===== src/rtl/tl_ul_arb_pkg.sv =====
`default_nettype none
// ============================================================================
//  Module      : tl_ul_arb_pkg
//  Description : Shared TL-UL field widths, opcode constants and the A-beat
//                payload struct for the 2:1 TL-UL arbiter.
//  Revision    : 1.0 - initial release
// ============================================================================
package tl_ul_arb_pkg;

    localparam int c_opcode_w = 3;
    localparam int c_param_w  = 3;
    localparam int c_size_w   = 2;
    localparam int c_csrc_w   = 2;    // client-side source width
    localparam int c_msrc_w   = 3;    // manager-side source width (client id + source)
    localparam int c_mask_w   = 4;
    localparam int c_data_w   = 32;
    localparam int c_cnt_w    = 3;    // outstanding counters hold 0..7

    localparam logic [c_opcode_w-1:0] c_op_get             = 3'd4;
    localparam logic [c_opcode_w-1:0] c_op_put_full        = 3'd0;
    localparam logic [c_opcode_w-1:0] c_op_put_partial     = 3'd1;
    localparam logic [c_opcode_w-1:0] c_op_access_ack      = 3'd0;
    localparam logic [c_opcode_w-1:0] c_op_access_ack_data = 3'd1;

    // Address is carried beside the struct because its width is a module parameter.
    typedef struct packed {
        logic [c_opcode_w-1:0] opcode;
        logic [c_param_w-1:0]  param;
        logic [c_size_w-1:0]   size;
        logic [c_msrc_w-1:0]   source;
        logic [c_mask_w-1:0]   mask;
        logic [c_data_w-1:0]   data;
    } a_beat_t;

endpackage
`default_nettype wire


===== src/rtl/tl_ul_a_slice.sv =====
`default_nettype none
// ============================================================================
//  Module      : tl_ul_a_slice
//  Description : One-entry valid/ready register slice for TL-UL A beats.
//                Loads when empty or when the downstream accepts in the same
//                cycle, giving full throughput with one cycle of latency.
//  Revision    : 1.0 - initial release
// ============================================================================
module tl_ul_a_slice
    import tl_ul_arb_pkg::*;
#(
    parameter int ADDR_W = 32
) (
    input  logic              clk,
    input  logic              rst,
    input  logic              i_valid,
    output logic              o_ready,
    input  a_beat_t           i_beat,
    input  logic [ADDR_W-1:0] i_addr,
    output logic              o_valid,
    input  logic              i_ready,
    output a_beat_t           o_beat,
    output logic [ADDR_W-1:0] o_addr
);

    logic              r_valid;
    a_beat_t           r_beat;
    logic [ADDR_W-1:0] r_addr;

    assign o_ready = ~r_valid | i_ready;
    assign o_valid = r_valid;
    assign o_beat  = r_beat;
    assign o_addr  = r_addr;

    // Occupancy: refill or drain whenever the entry is free to change.
    always_ff @(posedge clk) begin
        if (rst) begin
            r_valid <= 1'b0;
        end else if (o_ready) begin
            r_valid <= i_valid;
        end
    end

    // Payload only moves on a load, so it stays stable while stalled.
    always_ff @(posedge clk) begin
        if (o_ready && i_valid) begin
            r_beat <= i_beat;
            r_addr <= i_addr;
        end
    end

endmodule
`default_nettype wire


===== src/rtl/tl_ul_arbiter_2to1.sv =====
`default_nettype none
// ============================================================================
//  Module      : tl_ul_arbiter_2to1
//  Description : Round-robin 2:1 TL-UL arbiter. Client A beats are tagged with
//                the client id in the top source bit and registered; D beats
//                are routed back combinationally on that bit. Per-client
//                outstanding counters throttle issue and flag stray responses.
//  Revision    : 1.0 - initial release
// ============================================================================
module tl_ul_arbiter_2to1
    import tl_ul_arb_pkg::*;
#(
    parameter int MAX_OUTST = 4,
    parameter int ADDR_W    = 32
) (
    input  logic                  clock,
    input  logic                  reset,
    // client 0 A
    input  logic                  c0_a_valid,
    output logic                  c0_a_ready,
    input  logic [c_opcode_w-1:0] c0_a_opcode,
    input  logic [c_param_w-1:0]  c0_a_param,
    input  logic [c_size_w-1:0]   c0_a_size,
    input  logic [c_csrc_w-1:0]   c0_a_source,
    input  logic [ADDR_W-1:0]     c0_a_address,
    input  logic [c_mask_w-1:0]   c0_a_mask,
    input  logic [c_data_w-1:0]   c0_a_data,
    // client 1 A
    input  logic                  c1_a_valid,
    output logic                  c1_a_ready,
    input  logic [c_opcode_w-1:0] c1_a_opcode,
    input  logic [c_param_w-1:0]  c1_a_param,
    input  logic [c_size_w-1:0]   c1_a_size,
    input  logic [c_csrc_w-1:0]   c1_a_source,
    input  logic [ADDR_W-1:0]     c1_a_address,
    input  logic [c_mask_w-1:0]   c1_a_mask,
    input  logic [c_data_w-1:0]   c1_a_data,
    // client 0 D
    output logic                  c0_d_valid,
    input  logic                  c0_d_ready,
    output logic [c_opcode_w-1:0] c0_d_opcode,
    output logic [c_size_w-1:0]   c0_d_size,
    output logic [c_csrc_w-1:0]   c0_d_source,
    output logic                  c0_d_denied,
    output logic [c_data_w-1:0]   c0_d_data,
    // client 1 D
    output logic                  c1_d_valid,
    input  logic                  c1_d_ready,
    output logic [c_opcode_w-1:0] c1_d_opcode,
    output logic [c_size_w-1:0]   c1_d_size,
    output logic [c_csrc_w-1:0]   c1_d_source,
    output logic                  c1_d_denied,
    output logic [c_data_w-1:0]   c1_d_data,
    // manager A
    output logic                  m_a_valid,
    input  logic                  m_a_ready,
    output logic [c_opcode_w-1:0] m_a_opcode,
    output logic [c_param_w-1:0]  m_a_param,
    output logic [c_size_w-1:0]   m_a_size,
    output logic [c_msrc_w-1:0]   m_a_source,
    output logic [ADDR_W-1:0]     m_a_address,
    output logic [c_mask_w-1:0]   m_a_mask,
    output logic [c_data_w-1:0]   m_a_data,
    // manager D
    input  logic                  m_d_valid,
    output logic                  m_d_ready,
    input  logic [c_opcode_w-1:0] m_d_opcode,
    input  logic [c_size_w-1:0]   m_d_size,
    input  logic [c_msrc_w-1:0]   m_d_source,
    input  logic                  m_d_denied,
    input  logic [c_data_w-1:0]   m_d_data,
    output logic                  err
);

    localparam logic [c_cnt_w-1:0] c_max_outst = c_cnt_w'(MAX_OUTST);

    logic [1:0]        w_a_valid;
    logic [1:0]        w_d_ready;
    logic [1:0]        w_elig;
    logic [1:0]        w_grant;
    logic [1:0]        w_a_fire;
    logic [1:0]        w_d_hit;
    logic [1:0]        w_d_fire;
    logic [1:0]        w_d_err;
    logic              w_slice_ready;
    logic              w_load_ok;
    a_beat_t           w_beat;
    logic [ADDR_W-1:0] w_addr;
    a_beat_t           w_out_beat;
    logic              r_rr;
    logic              r_err;

    assign w_a_valid = {c1_a_valid, c0_a_valid};
    assign w_d_ready = {c1_d_ready, c0_d_ready};

    generate
        for (genvar n = 0; n < 2; n++) begin : g_client
            localparam logic c_id = 1'(n);
            logic [c_cnt_w-1:0] r_outst;

            assign w_elig[n]   = w_a_valid[n] & (r_outst < c_max_outst);
            assign w_d_hit[n]  = m_d_valid & (m_d_source[c_msrc_w-1] == c_id);
            assign w_d_fire[n] = w_d_hit[n] & w_d_ready[n];
            assign w_d_err[n]  = w_d_fire[n] & (r_outst == '0);

            // Outstanding count: A fire adds, D fire removes, both together cancel; never below 0.
            always_ff @(posedge clock) begin
                if (reset) begin
                    r_outst <= '0;
                end else if (w_a_fire[n] && !w_d_fire[n]) begin
                    r_outst <= r_outst + 1'b1;
                end else if (w_d_fire[n] && !w_a_fire[n] && (r_outst != '0)) begin
                    r_outst <= r_outst - 1'b1;
                end
            end
        end
    endgenerate

    // rr names the preferred client; a lone eligible client wins regardless.
    assign w_grant[0] = w_elig[0] & (~w_elig[1] | ~r_rr);
    assign w_grant[1] = w_elig[1] & (~w_elig[0] |  r_rr);

    assign w_load_ok  = w_slice_ready & ~reset;
    assign w_a_fire   = w_grant & {2{w_load_ok}};
    assign c0_a_ready = w_a_fire[0];
    assign c1_a_ready = w_a_fire[1];

    // Select the granted client's beat and tag its id into the top source bit.
    always_comb begin
        if (w_grant[1]) begin
            w_beat = '{opcode: c1_a_opcode, param: c1_a_param, size: c1_a_size,
                       source: {1'b1, c1_a_source}, mask: c1_a_mask, data: c1_a_data};
            w_addr = c1_a_address;
        end else begin
            w_beat = '{opcode: c0_a_opcode, param: c0_a_param, size: c0_a_size,
                       source: {1'b0, c0_a_source}, mask: c0_a_mask, data: c0_a_data};
            w_addr = c0_a_address;
        end
    end

    tl_ul_a_slice #(
        .ADDR_W (ADDR_W)
    ) u_slice (
        .clk     (clock),
        .rst     (reset),
        .i_valid (|w_a_fire),
        .o_ready (w_slice_ready),
        .i_beat  (w_beat),
        .i_addr  (w_addr),
        .o_valid (m_a_valid),
        .i_ready (m_a_ready),
        .o_beat  (w_out_beat),
        .o_addr  (m_a_address)
    );

    assign m_a_opcode = w_out_beat.opcode;
    assign m_a_param  = w_out_beat.param;
    assign m_a_size   = w_out_beat.size;
    assign m_a_source = w_out_beat.source;
    assign m_a_mask   = w_out_beat.mask;
    assign m_a_data   = w_out_beat.data;

    // Round-robin pointer moves to the other client after every grant.
    always_ff @(posedge clock) begin
        if (reset) begin
            r_rr <= 1'b0;
        end else if (w_a_fire[0]) begin
            r_rr <= 1'b1;
        end else if (w_a_fire[1]) begin
            r_rr <= 1'b0;
        end
    end

    // Sticky flag for a response arriving at a client with nothing outstanding.
    always_ff @(posedge clock) begin
        if (reset) begin
            r_err <= 1'b0;
        end else if (|w_d_err) begin
            r_err <= 1'b1;
        end
    end

    assign err = r_err;

    // D routing: steer by client id, broadcast the remaining fields.
    assign c0_d_valid  = w_d_hit[0];
    assign c1_d_valid  = w_d_hit[1];
    assign m_d_ready   = m_d_source[c_msrc_w-1] ? c1_d_ready : c0_d_ready;
    assign c0_d_opcode = m_d_opcode;
    assign c1_d_opcode = m_d_opcode;
    assign c0_d_size   = m_d_size;
    assign c1_d_size   = m_d_size;
    assign c0_d_source = m_d_source[c_csrc_w-1:0];
    assign c1_d_source = m_d_source[c_csrc_w-1:0];
    assign c0_d_denied = m_d_denied;
    assign c1_d_denied = m_d_denied;
    assign c0_d_data   = m_d_data;
    assign c1_d_data   = m_d_data;

endmodule
`default_nettype wire


===== config.mk =====
export PLATFORM = sky130hd
export DESIGN_NAME = tl_ul_arbiter_2to1
export DESIGN_NICKNAME = d
export VERILOG_FILES = /design/src/rtl/tl_ul_arb_pkg.sv /design/src/rtl/tl_ul_a_slice.sv /design/src/rtl/tl_ul_arbiter_2to1.sv
export SDC_FILE = /design/constraint.sdc
export NUM_CORES = 1
export LEC_CHECK = 0
export CAP_MARGIN = 20
export CELL_PAD_IN_SITES_DETAIL_PLACEMENT = 0
export CELL_PAD_IN_SITES_GLOBAL_PLACEMENT = 1
export CORE_MARGIN = 4
export CORE_UTILIZATION = 24
export DETAILED_ROUTE_END_ITERATION = 10
export PLACE_DENSITY_LB_ADDON = 0.2
export SLEW_MARGIN = 20
export SYNTH_ARGS = -nofsm -noshare
export SYNTH_HDL_FRONTEND = slang
export SYNTH_SLANG_ARGS = --single-unit

===== constraint.sdc =====
create_clock -name clock -period 4.5 [get_ports clock]
set_input_delay 1.35 -clock clock [delete_from_list [all_inputs] [get_ports clock]]
set_output_delay 1.35 -clock clock [all_outputs]
set_load 0.01 [all_outputs]

==> impl_metrics.env <==
export IMPL_period_minus_slack_ns=4.22
export IMPL_layout_nets=699
export IMPL_top_layer="met5"
export IMPL_crit_path_end_kind="output port"
export IMPL_place_ws_ns=0.297
export IMPL_worst_ep_required_time_ns=3.15
export IMPL_io_pins=371
export IMPL_final_antenna_net_count=0
export IMPL_status="complete, no violations"
export IMPL_drt_iter0_drc=129
export IMPL_portBuffers=250
export IMPL_grt_pass1_vias=3280
export IMPL_skew_ns=0.00631
export IMPL_path_common_cell="clkdlybuf4s50_1"
export IMPL_rsz0062_at_grt="false"
export IMPL_synthTopCellsByArea="edfxtp_1 52%, mux2_2 18%, buf_4 13%"
export IMPL_post_cts_buffers=0
export IMPL_fin_hold_ws_ns=0.488
export IMPL_rows=50
export IMPL_via_per_inst=4.14
export IMPL_yosysTopAreaCellShare_pct=52.0
export IMPL_wl_met3_um=1470
export IMPL_drive_gt1_share_pct=21.1
export IMPL_syn_to_final_growth_pct=54.3
export IMPL_root_buffer="clkbuf_16"
export IMPL_ys_seq_elements=88
export IMPL_clock_sinks=88
export IMPL_finalHoldViolCount=0
export IMPL_setup_ws_ns=0.279
export IMPL_ir_drop_mv=0.159
export IMPL_start_util_pct=24.4
export IMPL_worst_setup_path_start_kind="primary input"
export IMPL_fin_tns_setup_ns=0
export IMPL_place_hpwl_um=11400
export IMPL_crit_path_max_incr_delay_ns=0.54
export IMPL_path_cells="clkdlybuf4s50_1, nand2b_1, o2111ai_4, inv_1, clkdlybuf4s50_1"
export IMPL_drt_wl_total_um=14500
export IMPL_cts_repair_resized=0
export IMPL_die_y_um=146
export IMPL_slew_headroom_pct=54.4
export IMPL_grt_pass1_wl_um=21300
export IMPL_die_w_um=146
export IMPL_drc=0
export IMPL_worstHoldPathType="reg -> reg"
export IMPL_dieArea_um2=21300
export IMPL_yosysWarnings=0
export IMPL_grt_start_max_net_pins=51
export IMPL_clk_path_buf_depth=2
export IMPL_syn_cell_area_um2=4570
export IMPL_cts_made_buffers=9
export IMPL_synth_cell_types=30
export IMPL_hold_buffers=0
export IMPL_seq_area_frac_synth_pct=55.9
export IMPL_total_power_uw=2430
export IMPL_setup_viol=0
export IMPL_worst_pin_slew_ns=0.684
export IMPL_worstSetupPathType="in -> out"
export IMPL_wl_met1_um=5360
export IMPL_yosysTopAreaCell="edfxtp_1"
export IMPL_antenna_found_initial=2
export IMPL_grt_usage_pct=13.3
export IMPL_critPathArrivalTime_ns=2.87
export IMPL_netlist_instances=312
export IMPL_n_antenna_cell=0
export IMPL_cts_htree_levels=3
export IMPL_p_leak_uw=0.00250
export IMPL_worstPathMaxFanout=4
export IMPL_power_per_cell_area_nw_per_um2=345
export IMPL_dr_wl_met2_um=7290
export IMPL_vias=3024
export IMPL_coreArea_um2=18700
export IMPL_cp_slowest_cell="clkdlybuf4s50_1"
export IMPL_gp_congestion=0.730
export IMPL_fmax_mhz=237
export IMPL_insertion_delay_ns=0.34
export IMPL_dr_pass1_iters=4
export IMPL_max_cap_viol_count=0
export IMPL_grt_overflow=0
export IMPL_clk_pin_slew_ns=0.07
export IMPL_synth_nets=519
export IMPL_syn_area_per_cell_um2=14.6
export IMPL_wire_per_inst_um=19.9
export IMPL_slew_violations=0
export IMPL_cts_tree="built"
export IMPL_final_period_utilization_pct=93.8
[final timing paths]
check / startpoint / to / slack (ns) / cells past startpoint
setup reg to reg: g_client[0].r_outst[2] / g_client[0].r_outst[2] / 2.49 / 7
hold / removal: err / err / 0.49 / 2
hold reg to reg: err / err / 0.49 / 2
setup / recovery: m_a_ready / c1_a_ready / 0.28 / 5
[cells in the final DEF, fill, tap and decap left out, drive strengths merged, types with 6 or more instances in the layout]
cell	n
buf	8
clkbuf	10
clkdlybuf4s50	250
dfxtp	9
edfxtp	79
inv	6
mux2	83
nand2	7
nor2	7
nor2b	7
[report_power, final]
part	switching (µW)	total, µW	internal (µW)
Combinational	238	613	375
Sequential	32.8	1050	1010
Clock	338	772	434
Total	609	2430	1820
[cells by family after synthesis]
kind of cell    after synthesis  share of synthesized area [%]
fa+ha+maj                     2                          0.877
flops                        88                           55.9
buf+inv                      93                           15.5
mux                          87                           21.3
compound gates                8                           2.03
simple gates                 34                           4.30
[layout make-up]
class	instances	area, µm²
tap	234	293
clock inverter	6	67.6
fill	1777	11700
timing repair buffer	258	2570
multi-input combinational	131	1310
inverter	4	15.0
clock buffer	10	229
sequential	88	2550
[layer usage]
layer	GRT usage [%]	vias to the layer above
met2	23.0	162
met3	5.20	49
met5	0	-
li1	-	1409
met1	14.3	1400
met4	6.13	4
[metrics by stage]
stage               std cells  area, µm²  util [%]
floorplan                 312       4570         -
global placement          715       6750      36.1
detailed placement        715       6750      36.1
CTS                       731       7040      37.7
global route              731       7040      37.7
finish                    731       7040      37.7
[flip-flops by register name (all words and copies together) (netlist names)]
| register | flops |
|---|---|
| r_rr | 1 |
| u_slice.o_addr | 32 |
| g_client.r_outst | 6 |
| u_slice.o_valid | 1 |
| u_slice.o_beat | 47 |
| err | 1 |
[cell usage after synthesis]
master and count:
a21oi_1 1, a22oi_2 1, a311oi_1 1, a31o_2 1, a31oi_1 1, a32oi_1 1
and2_1 2, and3_4 1, buf_4 80, buf_6 8, clkbuf_1 1, dfxtp_1 9
edfxtp_1 79, fa_1 2, inv_1 4, mux2_1 9, mux2_2 74, mux2i_1 4
nand2_1 7, nand2b_1 1, nand2b_4 1, nand3_1 1, nand3b_1 2, nand4b_1 1
nor2_1 7, nor2b_1 6, nor2b_4 1, nor3_1 4, o2111ai_4 1, o21ai_4 1
[worst max-delay path, delay by kind of cell]
family	cells	cell delay (ns)
AO/OA/AOI/OAI	1	0.16
buffers and inverters	3	1.10
AND/OR/NAND/NOR	1	0.25
Note: power is estimated with default switching activity, not from simulation.
